## config.mk

```make
export PLATFORM = sky130hd
export DESIGN_NAME = adc_capture_ctrl
export DESIGN_NICKNAME = d
export VERILOG_FILES = /design/src/rtl/adc_capture_ctrl.sv
export SDC_FILE = /design/constraint.sdc
export NUM_CORES = 1
export LEC_CHECK = 0
export ABC_AREA = 1
export CORE_MARGIN = 10
export CORE_UTILIZATION = 50
export DETAILED_ROUTE_END_ITERATION = 7
export PLACE_DENSITY = 0.68
export SYNTH_ARGS = -nofsm -noshare
export SYNTH_HDL_FRONTEND = slang
export SYNTH_SLANG_ARGS = --single-unit
```

## constraint.sdc

```tcl
create_clock -name clk -period 3.4 [get_ports clk]
set_input_delay 0.85 -clock clk [delete_from_list [all_inputs] [get_ports clk]]
set_output_delay 0.85 -clock clk [all_outputs]
set_load 0.005 [all_outputs]
```

## src/rtl/adc_capture_ctrl.sv

```systemverilog
// rtl/adc_capture_ctrl.sv - ADC capture sequencer: arm, optional rising trigger, decimation, FWFT sample FIFO
module adc_capture_ctrl #(
  parameter int FIFO_DEPTH = 8,
  parameter int LVL_W      = $clog2(FIFO_DEPTH) + 1
) (
  input  logic               clk,
  input  logic               reset_n,
  input  logic signed [15:0] adc_data_in,
  input  logic               adc_data_valid,
  input  logic               start,
  input  logic               abort,
  input  logic        [15:0] cfg_len,
  input  logic               cfg_trig_en,
  input  logic signed [15:0] cfg_trig_level,
  input  logic        [7:0]  cfg_decim,
  output logic signed [15:0] m_data,
  output logic               m_valid,
  input  logic               m_ready,
  output logic               busy,
  output logic               done,
  output logic               overflow,
  output logic [LVL_W-1:0]   fifo_level
);

  localparam int PTR_W = (FIFO_DEPTH > 1) ? $clog2(FIFO_DEPTH) : 1;

  typedef enum logic [2:0] {S_IDLE, S_ARM, S_CAPTURE, S_DRAIN, S_DONE} state_t;

  state_t             state;
  logic        [15:0] len_q;
  logic               trig_en_q;
  logic signed [15:0] level_q;
  logic        [7:0]  decim_q;
  logic               primed;
  logic signed [15:0] prev;
  logic        [7:0]  phase;
  logic        [16:0] cnt;

  logic signed [15:0] mem [FIFO_DEPTH];
  logic [PTR_W-1:0]   wr_ptr;
  logic [PTR_W-1:0]   rd_ptr;

  logic        abort_act;
  logic        rd;
  logic        fifo_full;
  logic        trig_hit;
  logic        proc;
  logic        accept;
  logic        wr;
  logic [16:0] cnt_inc;

  assign m_valid    = (fifo_level != '0);
  assign m_data     = mem[rd_ptr];
  assign busy       = (state == S_ARM) || (state == S_CAPTURE) || (state == S_DRAIN);
  assign done       = (state == S_DONE);

  assign abort_act  = abort && (state != S_IDLE);
  assign rd         = m_valid && m_ready;
  assign fifo_full  = (fifo_level == LVL_W'(FIFO_DEPTH));
  assign trig_hit   = primed && (prev < level_q) && (adc_data_in >= level_q);
  // The triggering sample is consumed as the first capture sample in ARM itself.
  assign proc       = adc_data_valid && !abort_act &&
                      ((state == S_CAPTURE) || (state == S_ARM && trig_en_q && trig_hit));
  assign accept     = proc && (phase == 8'd0);
  assign wr         = accept && (!fifo_full || rd);
  assign cnt_inc    = cnt + {16'd0, accept};

  always_ff @(posedge clk or negedge reset_n) begin
    if (!reset_n) begin
      wr_ptr     <= '0;
      rd_ptr     <= '0;
      fifo_level <= '0;
      for (int i = 0; i < FIFO_DEPTH; i++) mem[i] <= '0;
    end else if (abort_act) begin
      wr_ptr     <= '0;
      rd_ptr     <= '0;
      fifo_level <= '0;
    end else begin
      if (wr) begin
        mem[wr_ptr] <= adc_data_in;
        wr_ptr      <= wr_ptr + 1'b1;
      end
      if (rd) rd_ptr <= rd_ptr + 1'b1;
      fifo_level <= fifo_level + {{(LVL_W-1){1'b0}}, wr} - {{(LVL_W-1){1'b0}}, rd};
    end
  end

  always_ff @(posedge clk or negedge reset_n) begin
    if (!reset_n) begin
      state     <= S_IDLE;
      len_q     <= '0;
      trig_en_q <= 1'b0;
      level_q   <= '0;
      decim_q   <= '0;
      primed    <= 1'b0;
      prev      <= '0;
      phase     <= '0;
      cnt       <= '0;
      overflow  <= 1'b0;
    end else if (abort_act) begin
      state <= S_IDLE;
    end else begin
      case (state)
        S_IDLE: begin
          if (start) begin
            len_q     <= cfg_len;
            trig_en_q <= cfg_trig_en;
            level_q   <= cfg_trig_level;
            decim_q   <= cfg_decim;
            overflow  <= 1'b0;
            cnt       <= '0;
            phase     <= '0;
            primed    <= 1'b0;
            state     <= (cfg_len == 16'd0) ? S_DONE : S_ARM;
          end
        end
        S_ARM: begin
          if (!trig_en_q) begin
            state <= S_CAPTURE;
          end else if (adc_data_valid && !trig_hit) begin
            primed <= 1'b1;
            prev   <= adc_data_in;
          end
        end
        S_DRAIN: begin
          if (fifo_level == '0 || (fifo_level == LVL_W'(1) && rd)) state <= S_DONE;
        end
        S_DONE:  state <= S_IDLE;
        default: ;
      endcase

      if (proc) begin
        phase <= (phase == decim_q) ? 8'd0 : phase + 8'd1;
        cnt   <= cnt_inc;
        if (accept && !wr) overflow <= 1'b1;
        state <= (cnt_inc == {1'b0, len_q}) ? S_DRAIN : S_CAPTURE;
      end
    end
  end

endmodule

```

After elaboration in Yosys (flattened, before gate mapping)
Index checks and enable logic that the tools add are counted. W data, S select, Z words.

Bits in registers: 225. Output and inout bits: 24. Word-level logic and storage cells: 124.

Add/sub/neg operators: 6. Magnitude comparators: 5. Equal/unequal tests: 14. Muxes and demuxes: 34. Bitwise operators: 3. Reduce and logical (&&, ||, !) cells: 41.

Operators with widths (count): $bwmux W128 (1); $mux W17 (3); $bmux W16 S3 (1); $demux W16 S3 (1); $mux W16 (3); $mux W8 (4); $mux W3 (10); $add A17 B1 Y17 (1); $eq A17 B16 Y1 (1); $ge A16 B16 Y1 (1); $logic_not A16 Y1 (1); $lt A16 B16 Y1 (1); $logic_and A1 B1 Y1 (14); $pmux W3 S4 (1); $reduce_bool A2 Y1 (5); $add A8 B1 Y8 const B (1); $eq A8 B8 Y1 (1); $ge A4 B4 Y1 const B (2); $logic_not A8 Y1 (1); $mux W1 (8); $ne A4 B4 Y1 const B (2); $not A3 Y4 (2); $reduce_and A4 Y1 (2); $add A3 B1 Y3 const B (2); other kinds (24) (34).

Logic depth before layout (Yosys ltp)
Gate-level depths: netlist (run 1).

Word-level depth: 12. Mapped depth: 36.

Worst setup path before layout (run 1)
Ideal clock, no wire load.

Kind: in2reg. Start: input adc_data_in[0]. End: register state[0]. Library setup time: 0.127 ns. Arrival: 3.835 ns. Path slack: -0.562 ns. Stages on the path: 32. Buffers on the path: 1. Cell sequence: clkbuf_1 -> inv_1 -> ha_1 -> inv_1 -> nand2_1 -> nand2_1 -> nand2_1 -> nand2_1 -> nand2_1 -> nand2_1 -> o21ai_1 -> nand3_1 -> nand2_1 -> nor2_1 -> nand2_1 -> nand2_2 -> nand3_2 -> inv_1 -> ha_1 -> ha_1 -> nand2_1 -> nor2_1 -> nand3_1 -> o21ai_0 -> o21ai_0 -> or2_2 -> nand3_1 -> nor2_1 -> nand3_1 -> nand3_1 -> nand2_1 -> o21ai_0.

Word-level cells in the longest chain between the ends: 11.

Ends and longest elaborated chain: start: declaration (line 8) `input logic signed [15:0] adc_data_in,`; $ge A16 B16 Y1 * (line 60) `assign trig_hit = primed && (prev < level_q) && (adc_data_in >= level_q);`; $logic_and A1 B1 Y1 * (line 60); $logic_and A1 B1 Y1 * (line 63) `((state == S_CAPTURE) || (state == S_ARM && trig_en_q && trig_hit));`; $logic_or A1 B1 Y1 * (line 63); $logic_and A1 B1 Y1 * (line 62) `assign proc = adc_data_valid && !abort_act &&`; $logic_and A1 B1 Y1 (line 64) `assign accept = proc && (phase == 8'd0);`; $add A17 B1 Y17 (line 66) `assign cnt_inc = cnt + {16'd0, accept};`; $eq A17 B16 Y1 (line 136) `state <= (cnt_inc == {1'b0, len_q}) ? S_DRAIN : S_CAPTURE;`; $mux W1 (line 136); $mux W3 (line 132) `if (proc) begin`; $mux W3 (line 100) `end else if (abort_act) begin`; end signal: assignment (line 114) `state <= (cfg_len == 16'd0) ? S_DONE : S_ARM;`; end signal: assignment (line 136); end: declaration (line 29) `state_t state;`.

Mark *: on every way between the ends. The rest lies on a longest branch, timed or not. A chain may end at the register's enable or synchronous reset.

Worst setup path after layout (run 1)
Start: input adc_data_in[11]. End: register state[0].

The elaborated chain is that of the path after synthesis.

==> out/results.txt, run 1 <==
Top post-synthesis cells by count: nand2_1 (383), inv_1 (243), dfrtp_1 (225)
Core ar.: 0.02518 sq mm
Post-synthesis sequential area ratio: 43.92%
Share of cells above drive strength 1: 16.49%
FMAX: 0.2716 GHz
#FFs+latches synth: 225
Half-perimeter wire length after placement: 24.29 mm
Top-count cell post-synth: nand2_1
Crit path max-delay family: simple AND/OR/NAND/NOR gates
Num CTS Buffers: 26
Worst vdd ir: 532.3 uV
Failing checks: setup timing
Synth Cell Area: 0.01282 sq mm
Worst setup path end: state[0]
Clock transition at path regs: 60 ps
Hold slack: 323.7 ps
Slowest stage cell, crit path: ha_4
Comb pwr share: 45.9%
Number of diodes: 0
Number of max-cap violations: 0
Status: complete, but fails checks
Fill cells: 2,047
TritonRoute pass-1 iters: 5
Distinct cells, synth: 41
Fin util: 65.04%
Worst path buffer plus inverter count: 3
Pin count of the biggest net entering global routing: 104
Global-route wire length before repair: 62.68 mm
Reg-to-reg critical path endpoint: state[0]
Clk sinks: 225
Die Y: 180.1 microns
Asr flop ratio synth: 100.0%
Net Sw Power: 0.004701 W
R2R setup slack: -260 ps
Clock tree buffer depth: 3
Max-slew violations: 0
Antenna-violating nets left: 0
Vias in the first global route: 11,938
Worst skew pair latency: 550 ps
WP data arrival: 4130 ps
Top_reg_cell synth: dfrtp_1
Internal power: 0.007510 W
Gpl congestion: 0.9099
DRC violation count after routing: 0
I/O pin count: 87
Worst Path Required: 3850 ps
Post-synth EDFFs: 0
Final Hold Fails: 0
Total of warnings raised by yosys: 0
Post-Synthesis Cells: 1,647
Pleak: 7.703 nW
Total GRT Usage: 22.96%
Switching share of power: 38.50%
NumNets Final: 1,897
Startpoint Class: input pin
Worst-case reg-to-reg path depth: 33
Avg Inst Size Synth: 7.784 sq um
Die X: 180.1 microns
Drt wl/cell: 17.96 microns
Tightest Hold Check Type: input pin to asynchronous set/reset pin
Placement Rows: 58
Die ar.: 0.03245 sq mm
DR vias: 11,818
Synth top area cells: dfrtp_1 (44%), nand2_1 (11%), o21bai_1 (7.6%)
Clock Skews: 24.89 ps
CTS root buffer: clkbuf_16
Worst-margin pin slew: 814.0 ps
Pwr Density: 745.6 mW/mm^2
Setup violators final: 2
Buffers on Ports: 86
R2r startpoint: level_q[11]
Critical path class: input pin to flop
Crit path from: adc_data_in[11]
Clock share of power: 23.9%
Critical Path Stages: 33
H-Tree Depth: 1
Vias per std cell: 5.530
Initial Util: 50.91%
Synth area leader: dfrtp_1
Crit. End Element: flop
CTS tree: done
Cell mode on critical path: nand2_2
Hold_buf cts: 0
Sequential share of power: 30.2%
DR iter-0 viols: 996
Antenna violations before repair: 0
Tcrit/Tclk final: 108.3%
Synthesis-to-layout area growth: 27.75%
Grt ovf: 0
Register area: 0.005632 sq mm
Worst slew margin: 45.68%
RSZ-0062 raised after global routing: yes
Worst path max stage delay: 280 ps
Tmin final: 3683 ps
Crit Path Max Fanout: 3
Total wire length: 38.39 mm
Net count after synthesis: 1,755
Area of the multi-input gates: 0.006430 sq mm
Final worst slack: -282.6 ps
Top-area cell type share of the netlist area: 43.92%
## power groups by stage
stage	Sequential [W]	Clock [W]	Combinational, W
floorplan	0.00359	0	0.00299
global placement	0.00369	0	0.00485
detailed placement	0.00371	0	0.00493
CTS	0.00369	0.00295	0.00539
global route	0.00375	0.00307	0.00622
finish	0.00369	0.00292	0.00560
## worst reg2reg max path: cells and delay by family, from the launching register on
kind / cells / cell delay, ps
adders and majority gates: 3 / 560
and+or+nand+nor: 25 / 2230
DFF: 1 / 330
buffers and inverters: 3 / 270
AOI/OAI and AO/OA: 2 / 170
## state kept, by name (all words and copies together) (netlist names)
name and flops:
wr_ptr 3, cnt 17, trig_en_q 1, len_q 16
state 3, phase 8, overflow 1, fifo_level 4
mem 128, level_q 16, rd_ptr 3, primed 1
prev 16, decim_q 8
## metal layers
metal	vias up	share of wire (%)	track usage [%]
li1	5633	-	-
met1	5713	44	29.99
met2	394	48	38.66
met3	78	5.6	3.213
met4	0	2.7	6.955
met5	-	0	0
## cells in the final DEF, fill, tap and decap left out, types with 6 or more instances in the layout
cell               n
nand3_1          160
xor2_1            20
clkbuf_16         26
buf_12            21
clkdlybuf4s50_1   65
buf_2             12
ha_4              23
inv_2             15
a21oi_1           61
nor2_1            47
clkbuf_8           7
dfrtp_1          224
o21bai_1         129
ha_1              20
clkbuf_1           6
nor3_1             8
nand4_1           12
a31oi_1           15
inv_1            226
nand2_4            6
nand2_2           17
nor2_4            10
o21ai_0          103
nand3_2            6
buf_6             11
nor4_1             7
o22ai_1           10
buf_4             98
a221oi_1          11
nand2_1          361
## worst min-delay path by stage
stage                            to       from  slack [ps]
after floorplan           rd_ptr[2]  rd_ptr[2]         420
after detailed placement  rd_ptr[2]  rd_ptr[2]         460
after global routing      trig_en_q    reset_n         360
final                        cnt[2]    reset_n         320
after CTS                 trig_en_q    reset_n         340
after global placement    rd_ptr[2]  rd_ptr[2]         440
## cells by family after synthesis
family / share of synthesized area, %
AND/OR/NAND/NOR: 21.47
AO/OA/AOI/OAI: 17.38
buffers and inverters: 10.89
flip-flops: 43.92
adder cells (fa/ha/maj): 4.451
XOR/XNOR: 1.884
## final cells by class
class                   count  share of cell area, %
multi-input cells        1076                  39.26
flip-flops and latches    225                  34.39
repair buffers            216                  12.76
inverters                 244                  5.631
clock buffers              39                  4.699
well taps                 330                  2.521
clock inverters             7                 0.7411
## timing repair
item                                    in CTS  in global routing
pin swaps                                   69                 32
endpoints found under the setup margin     136                 25
setup buffers                               17                  4
gates cloned                                 0                  0
gates resized for setup                    144                 37
endpoints found under the hold margin        0                  0
## stage by stage
stage | cells | TNS [ps] | total power (W) | worst slack [ps] | instance area (sq um)
2_1_floorplan | 1647 | -612.1 | 0.006583 | -286.0 | 12950
3_3_place_gp | 2070 | -76480 | 0.008545 | -1127 | 14780
3_5_place_dp | 2070 | -88640 | 0.008640 | -1298 | 14780
4_1_cts | 2133 | -121.9 | 0.01204 | -82.20 | 16200
5_1_grt | 2137 | -886.3 | 0.01305 | -508.5 | 16380
6_report | 2137 | -439.7 | 0.01221 | -282.6 | 16380
Power figures use the tool's default switching activity.
==> run 2: changes to the inputs <==
--- a/config.mk
+++ b/config.mk
@@ -7,9 +7,9 @@
 export LEC_CHECK = 0
 export ABC_AREA = 1
 export CORE_MARGIN = 10
-export CORE_UTILIZATION = 50
+export CORE_UTILIZATION = 40
 export DETAILED_ROUTE_END_ITERATION = 7
-export PLACE_DENSITY = 0.68
+export PLACE_DENSITY = 0.56
 export SYNTH_ARGS = -nofsm -noshare
 export SYNTH_HDL_FRONTEND = slang
 export SYNTH_SLANG_ARGS = --single-unit
==> run 2 against run 1 <==
Non-clock buffer count decreased by 3. Fmax rose by 3.0%. Core utilization decreased by 13 points. Highest routed layer unchanged. Sequential share of layout area shrank 0.092 points. First-iteration DRC count decreased by 30%. Critical path depth down 3. Worst setup slack gained 110 ps. Sequential cell count did not move. Largest power group unchanged. Register-to-register slack better by 80 ps. The flow still finishes with violations (setup timing). Clock power up 2%.
==> out/results.txt, run 2 (same netlist as run 1, synthesis figures left out) <==
Crit Path Max Fanout: 3
Gpl congestion: 0.8625
CTS root buffer: clkbuf_16
Fin util: 52.04%
Reg-to-reg critical path endpoint: state[0]
Worst-case reg-to-reg path depth: 30
Hold_buf cts: 0
Core ar.: 0.03156 sq mm
Clock tree buffer depth: 3
CTS tree: done
Clock Skews: 10.35 ps
Crit. End Element: flop
Register area: 0.005632 sq mm
Initial Util: 40.63%
DR iter-0 viols: 702
Worst Path Required: 3870 ps
Fill cells: 2,974
Commonest non-fill, non-tap cell in the layout: nand2_1
Setup violators final: 1
Max-slew violations: 0
Tightest Hold Check Type: input pin to asynchronous set/reset pin
Tmin final: 3576 ps
Die ar.: 0.03961 sq mm
Biggest regs: mem: 128 flops, cnt: 17 flops
RSZ-0062 raised after global routing: yes
Worst path max stage delay: 340 ps
NumNets Final: 1,895
Worst vdd ir: 417.9 uV
Pleak: 7.666 nW
Startpoint Class: flop
Fin cells: 2,210
Cell mode on critical path: nand2_2
Worst skew pair latency: 560 ps
Total GRT Usage: 20.29%
R2r startpoint: level_q[13]
Failing checks: setup timing
Clk sinks: 225
Die Y: 199.0 microns
Buffers on Ports: 86
FMAX: 0.2796 GHz
Area of the multi-input gates: 0.006474 sq mm
Pwr Density: 752.8 mW/mm^2
Die X: 199.0 microns
Final Hold Fails: 0
Number of max-cap violations: 0
Share of cells above drive strength 1: 16.76%
Critical path class: flop to flop
H-Tree Depth: 1
Number of diodes: 0
Worst slew margin: 41.59%
Placed cell count: 2,143
DRC violation count after routing: 0
Half-perimeter wire length after placement: 25.38 mm
Slowest stage cell, crit path: dfrtp_1
Biggest register: mem
Status: complete, but fails checks
Synthesis-to-layout area growth: 28.09%
Total power: 0.01236 W
Total wire length: 39.38 mm
Num CTS Buffers: 27
R2R setup slack: -180 ps
Vias in the first global route: 11,385
Number of flip-flops in the largest register: 128
Vias per std cell: 5.139
DR vias: 11,357
Clock transition at path regs: 60 ps
Antenna-violating nets left: 0
Most frequent cells in the layout: nand2_1 (362), inv_1 (226), dfrtp_1 (224)
Grt ovf: 0
Drt wl/cell: 17.82 microns
Tcrit/Tclk final: 105.2%
I/O pin count: 87
TritonRoute pass-1 iters: 5
Worst-margin pin slew: 875.2 ps
Placement Rows: 65
Pin count of the biggest net entering global routing: 72
Antenna violations before repair: 0
Global-route wire length before repair: 64.27 mm
Final worst slack: -176.1 ps
WP data arrival: 4050 ps
-- run 2: final cells by class --
cell class / instances / share of cell area, %
Clock inverter: 8 / 0.5943
Inverter: 244 / 5.593
Tap cell: 402 / 3.063
Multi-Input combinational cell: 1076 / 39.42
Clock buffer: 42 / 5.006
Timing Repair Buffer: 213 / 12.02
Sequential cell: 225 / 34.30
-- run 2: worst max path at each step --
stage          slack (ps)        to            start
2_1_floorplan        -290  state[0]  adc_data_in[12]
3_3_place_gp        -1150  state[0]  adc_data_in[11]
3_5_place_dp        -1240  state[0]   adc_data_in[9]
4_1_cts              -140  state[0]       level_q[9]
5_1_grt              -460  state[0]       level_q[9]
6_report             -180  state[0]      level_q[13]
-- run 2: worst max-delay path: cells and delay by family, from the launching register on --
family | cells | cell delay [ps]
buf+inv | 4 | 400
simple gates | 22 | 2110
compound gates | 1 | 110
flops | 1 | 340
fa+ha+maj | 3 | 530
-- run 2: per-stage QoR --
step	setup slack, ps	area [sq um]	TNS (ps)	hold WS, ps
2_1_floorplan	-286.0	12950	-612.1	423.3
3_3_place_gp	-1152	14840	-84280	449.0
3_5_place_dp	-1244	14840	-88170	449.8
4_1_cts	-135.9	16210	-135.9	258.8
5_1_grt	-464.7	16420	-976.3	277.9
6_report	-176.1	16420	-176.1	211.2
-- run 2: where the power goes --
part	total [W]	internal (W)	switching, W
Combinational	0.00567	0.00246	0.00321
Sequential	0.00371	0.00332	0.000398
Clock	0.00298	0.00181	0.00117
Total	0.0124	0.00758	0.00478
-- run 2: routing by layer --
metal	up-vias	global-route usage (%)	routed length, microns
li1	5623	-	-
met1	5457	27.63	18530
met2	226	33.41	18650
met3	51	2.687	1510
met4	0	4.662	681
met5	-	0	0
-- run 2: what timing repair did --
action	4_1_cts	5_1_grt
endpoints found under the setup margin	42	149
gates resized for setup	126	54
pin swaps	73	35
setup buffers	17	8
==> run 3: changes to the inputs <==
--- a/config.mk
+++ b/config.mk
@@ -8,6 +8,7 @@
 export ABC_AREA = 1
 export CORE_MARGIN = 10
 export CORE_UTILIZATION = 40
+export CTS_BUF_LIST = sky130_fd_sc_hd__clkbuf_16
 export DETAILED_ROUTE_END_ITERATION = 7
 export PLACE_DENSITY = 0.56
 export SYNTH_ARGS = -nofsm -noshare
==> run 3 against run 2 <==
The run still ends with setup timing left. Sequential power about the same. Cell count did not move. Clock power down 7.7%. Highest routed layer unchanged. Die area unchanged. Clock-buffer cell count decreased by 15. Sequential share of layout area increased by 0.22 points. Core utilization is 0.34 points lower. Largest cell class unchanged. Sequential cell count did not move. Via count unchanged. Routed wire length down 0.33%. First-iteration DRC count increased by 1.4%.
==> out/results.txt, run 3 (same netlist as run 1, synthesis figures left out) <==
Internal power: 0.007349 W
Tmin final: 3587 ps
Die X: 199.0 microns
Startpoint Class: input pin
Core ar.: 0.03156 sq mm
Reg-to-reg critical path endpoint: state[0]
Post-route cell area: 0.01631 sq mm
Antenna violations before repair: 0
Die Y: 199.0 microns
Crit. End Element: flop
Pleak: 7.640 nW
Number of max-cap violations: 0
R2r startpoint: level_q[13]
WP data arrival: 4060 ps
Tightest Hold Check Type: input pin to asynchronous set/reset pin
NumNets Final: 1,895
Clock share of power: 22.7%
CTS root buffer: clkbuf_16
Placed cell count: 2,143
Initial Util: 40.63%
Pin count of the biggest net entering global routing: 72
Final worst slack: -186.9 ps
Critical path class: input pin to flop
Total GRT Usage: 20.30%
Max-slew violations: 0
Crit path max-delay family: simple AND/OR/NAND/NOR gates
DP Area: 0.01484 sq mm
Worst Path Required: 3880 ps
Worst path buffer plus inverter count: 3
Die ar.: 0.03961 sq mm
FMAX: 0.2788 GHz
Slowest stage cell, crit path: ha_1
Most frequent cells in the layout: nand2_1 (362), inv_1 (232), dfrtp_1 (224)
Fill cells: 2,994
Biggest register: mem
Global-route wire length before repair: 64.29 mm
Vias in the first global route: 11,391
Grt ovf: 0
Gpl congestion: 0.8625
Worst path max stage delay: 290 ps
Number of flip-flops in the largest register: 128
Num CTS Buffers: 27
Cell mode on critical path: nand2_2
Buffers on Ports: 86
Pwr Density: 742.8 mW/mm^2
Area of the multi-input gates: 0.006457 sq mm
Failing checks: setup timing
RSZ-0062 raised after global routing: yes
Sequential share of power: 30.6%
Setup violators final: 1
Crit path from: adc_data_in[12]
Half-perimeter wire length after placement: 25.38 mm
Worst skew pair latency: 560 ps
Worst-margin pin slew: 861.4 ps
Tcrit/Tclk final: 105.5%
Worst-case reg-to-reg path depth: 30
Synthesis-to-layout area growth: 27.26%
Clock tree buffer depth: 3
Crit Path Max Fanout: 3
Biggest regs: mem: 128 flops, cnt: 17 flops
Worst vdd ir: 412.8 uV
Status: complete, but fails checks
DRC violation count after routing: 0
Final Hold Fails: 0
DR vias: 11,357
DR iter-0 viols: 712
Comb pwr share: 46.6%
Commonest non-fill, non-tap cell in the layout: nand2_1
Antenna-violating nets left: 0
Vias per std cell: 5.139
R2R setup slack: -190 ps
Net Sw Power: 0.004769 W
Switching share of power: 39.35%
Drt wl/cell: 17.76 microns
I/O pin count: 87
Fin cells: 2,210
Share of cells above drive strength 1: 16.15%
Worst slew margin: 42.51%
Register area: 0.005632 sq mm
H-Tree Depth: 1
TritonRoute pass-1 iters: 5
CTS tree: done
Placement Rows: 65
Total wire length: 39.25 mm
Number of diodes: 0
Clock Skews: 9.168 ps
Clock transition at path regs: 60 ps
Clk sinks: 225
-- run 3: cell count changes in the layout (fill, tap and decap cells not counted) --
cell	before	now
inv_1	226	232
clkbuf_1	6	0
a21oi_1	58	59
ha_1	15	16
a21oi_2	4	3
clkbuf_8	9	0
clkinv_1	1	10
ha_4	29	28
-- run 3: layout make-up --
| cell class | instances | area share, % |
|---|---|---|
| Tap cell | 402 | 3.083 |
| Multi-Input combinational cell | 1076 | 39.58 |
| Clock inverter | 23 | 0.9433 |
| Clock buffer | 27 | 4.141 |
| Inverter | 244 | 5.629 |
| Timing Repair Buffer | 213 | 12.10 |
| Sequential cell | 225 | 34.52 |
-- run 3: worst max-delay path by stage --
| stage | end | slack, ps | depth (start not counted) |
|---|---|---|---|
| 3_5_place_dp | state[0] | -1240 | 27 |
| 5_1_grt | state[0] | -420 | 33 |
| 2_1_floorplan | state[0] | -290 | 33 |
| 6_report | state[0] | -190 | 33 |
| 3_3_place_gp | state[0] | -1150 | 33 |
| 4_1_cts | state[0] | -130 | 33 |
-- run 3: per-layer routing --
layer / share of wire [%] / track usage, %
met1: 46 / 27.63
met3: 4.9 / 2.687
met5: 0 / 0
met2: 47 / 33.44
met4: 1.8 / 4.691
-- run 3: power by group through the flow --
| stage | logic (W) | clock network, W | registers [W] |
|---|---|---|---|
| 5_1_grt | 0.00632 | 0.00292 | 0.00379 |
| 6_report | 0.00565 | 0.00275 | 0.00371 |
| 3_5_place_dp | 0.00504 | 0 | 0.00371 |
| 4_1_cts | 0.00544 | 0.00282 | 0.00370 |
| 2_1_floorplan | 0.00299 | 0 | 0.00359 |
| 3_3_place_gp | 0.00500 | 0 | 0.00370 |
-- run 3: per-stage QoR --
stage                     setup slack (ps)  hold slack, ps  power [W]  utilization, %  TNS (ps)
after global placement               -1152           449.0   0.008698           47.03    -84280
after floorplan                     -286.0           423.3   0.006583               -    -612.1
after CTS                           -134.8           259.0    0.01196           51.09    -134.8
after global routing                -423.1           278.7    0.01304           51.70    -745.8
after detailed placement             -1244           449.8   0.008748           47.03    -88170
final                               -186.9           208.4    0.01212           51.70    -186.9
-- run 3: timing repair --
action / 4_1_cts / 5_1_grt
hold buffers: 0 / 0
pin swaps: 73 / 35
endpoints found under the hold margin: 0 / 0
gates resized for setup: 126 / 52
setup buffers: 17 / 8
gates cloned: 0 / 0
setup endpoints to repair: 42 / 149
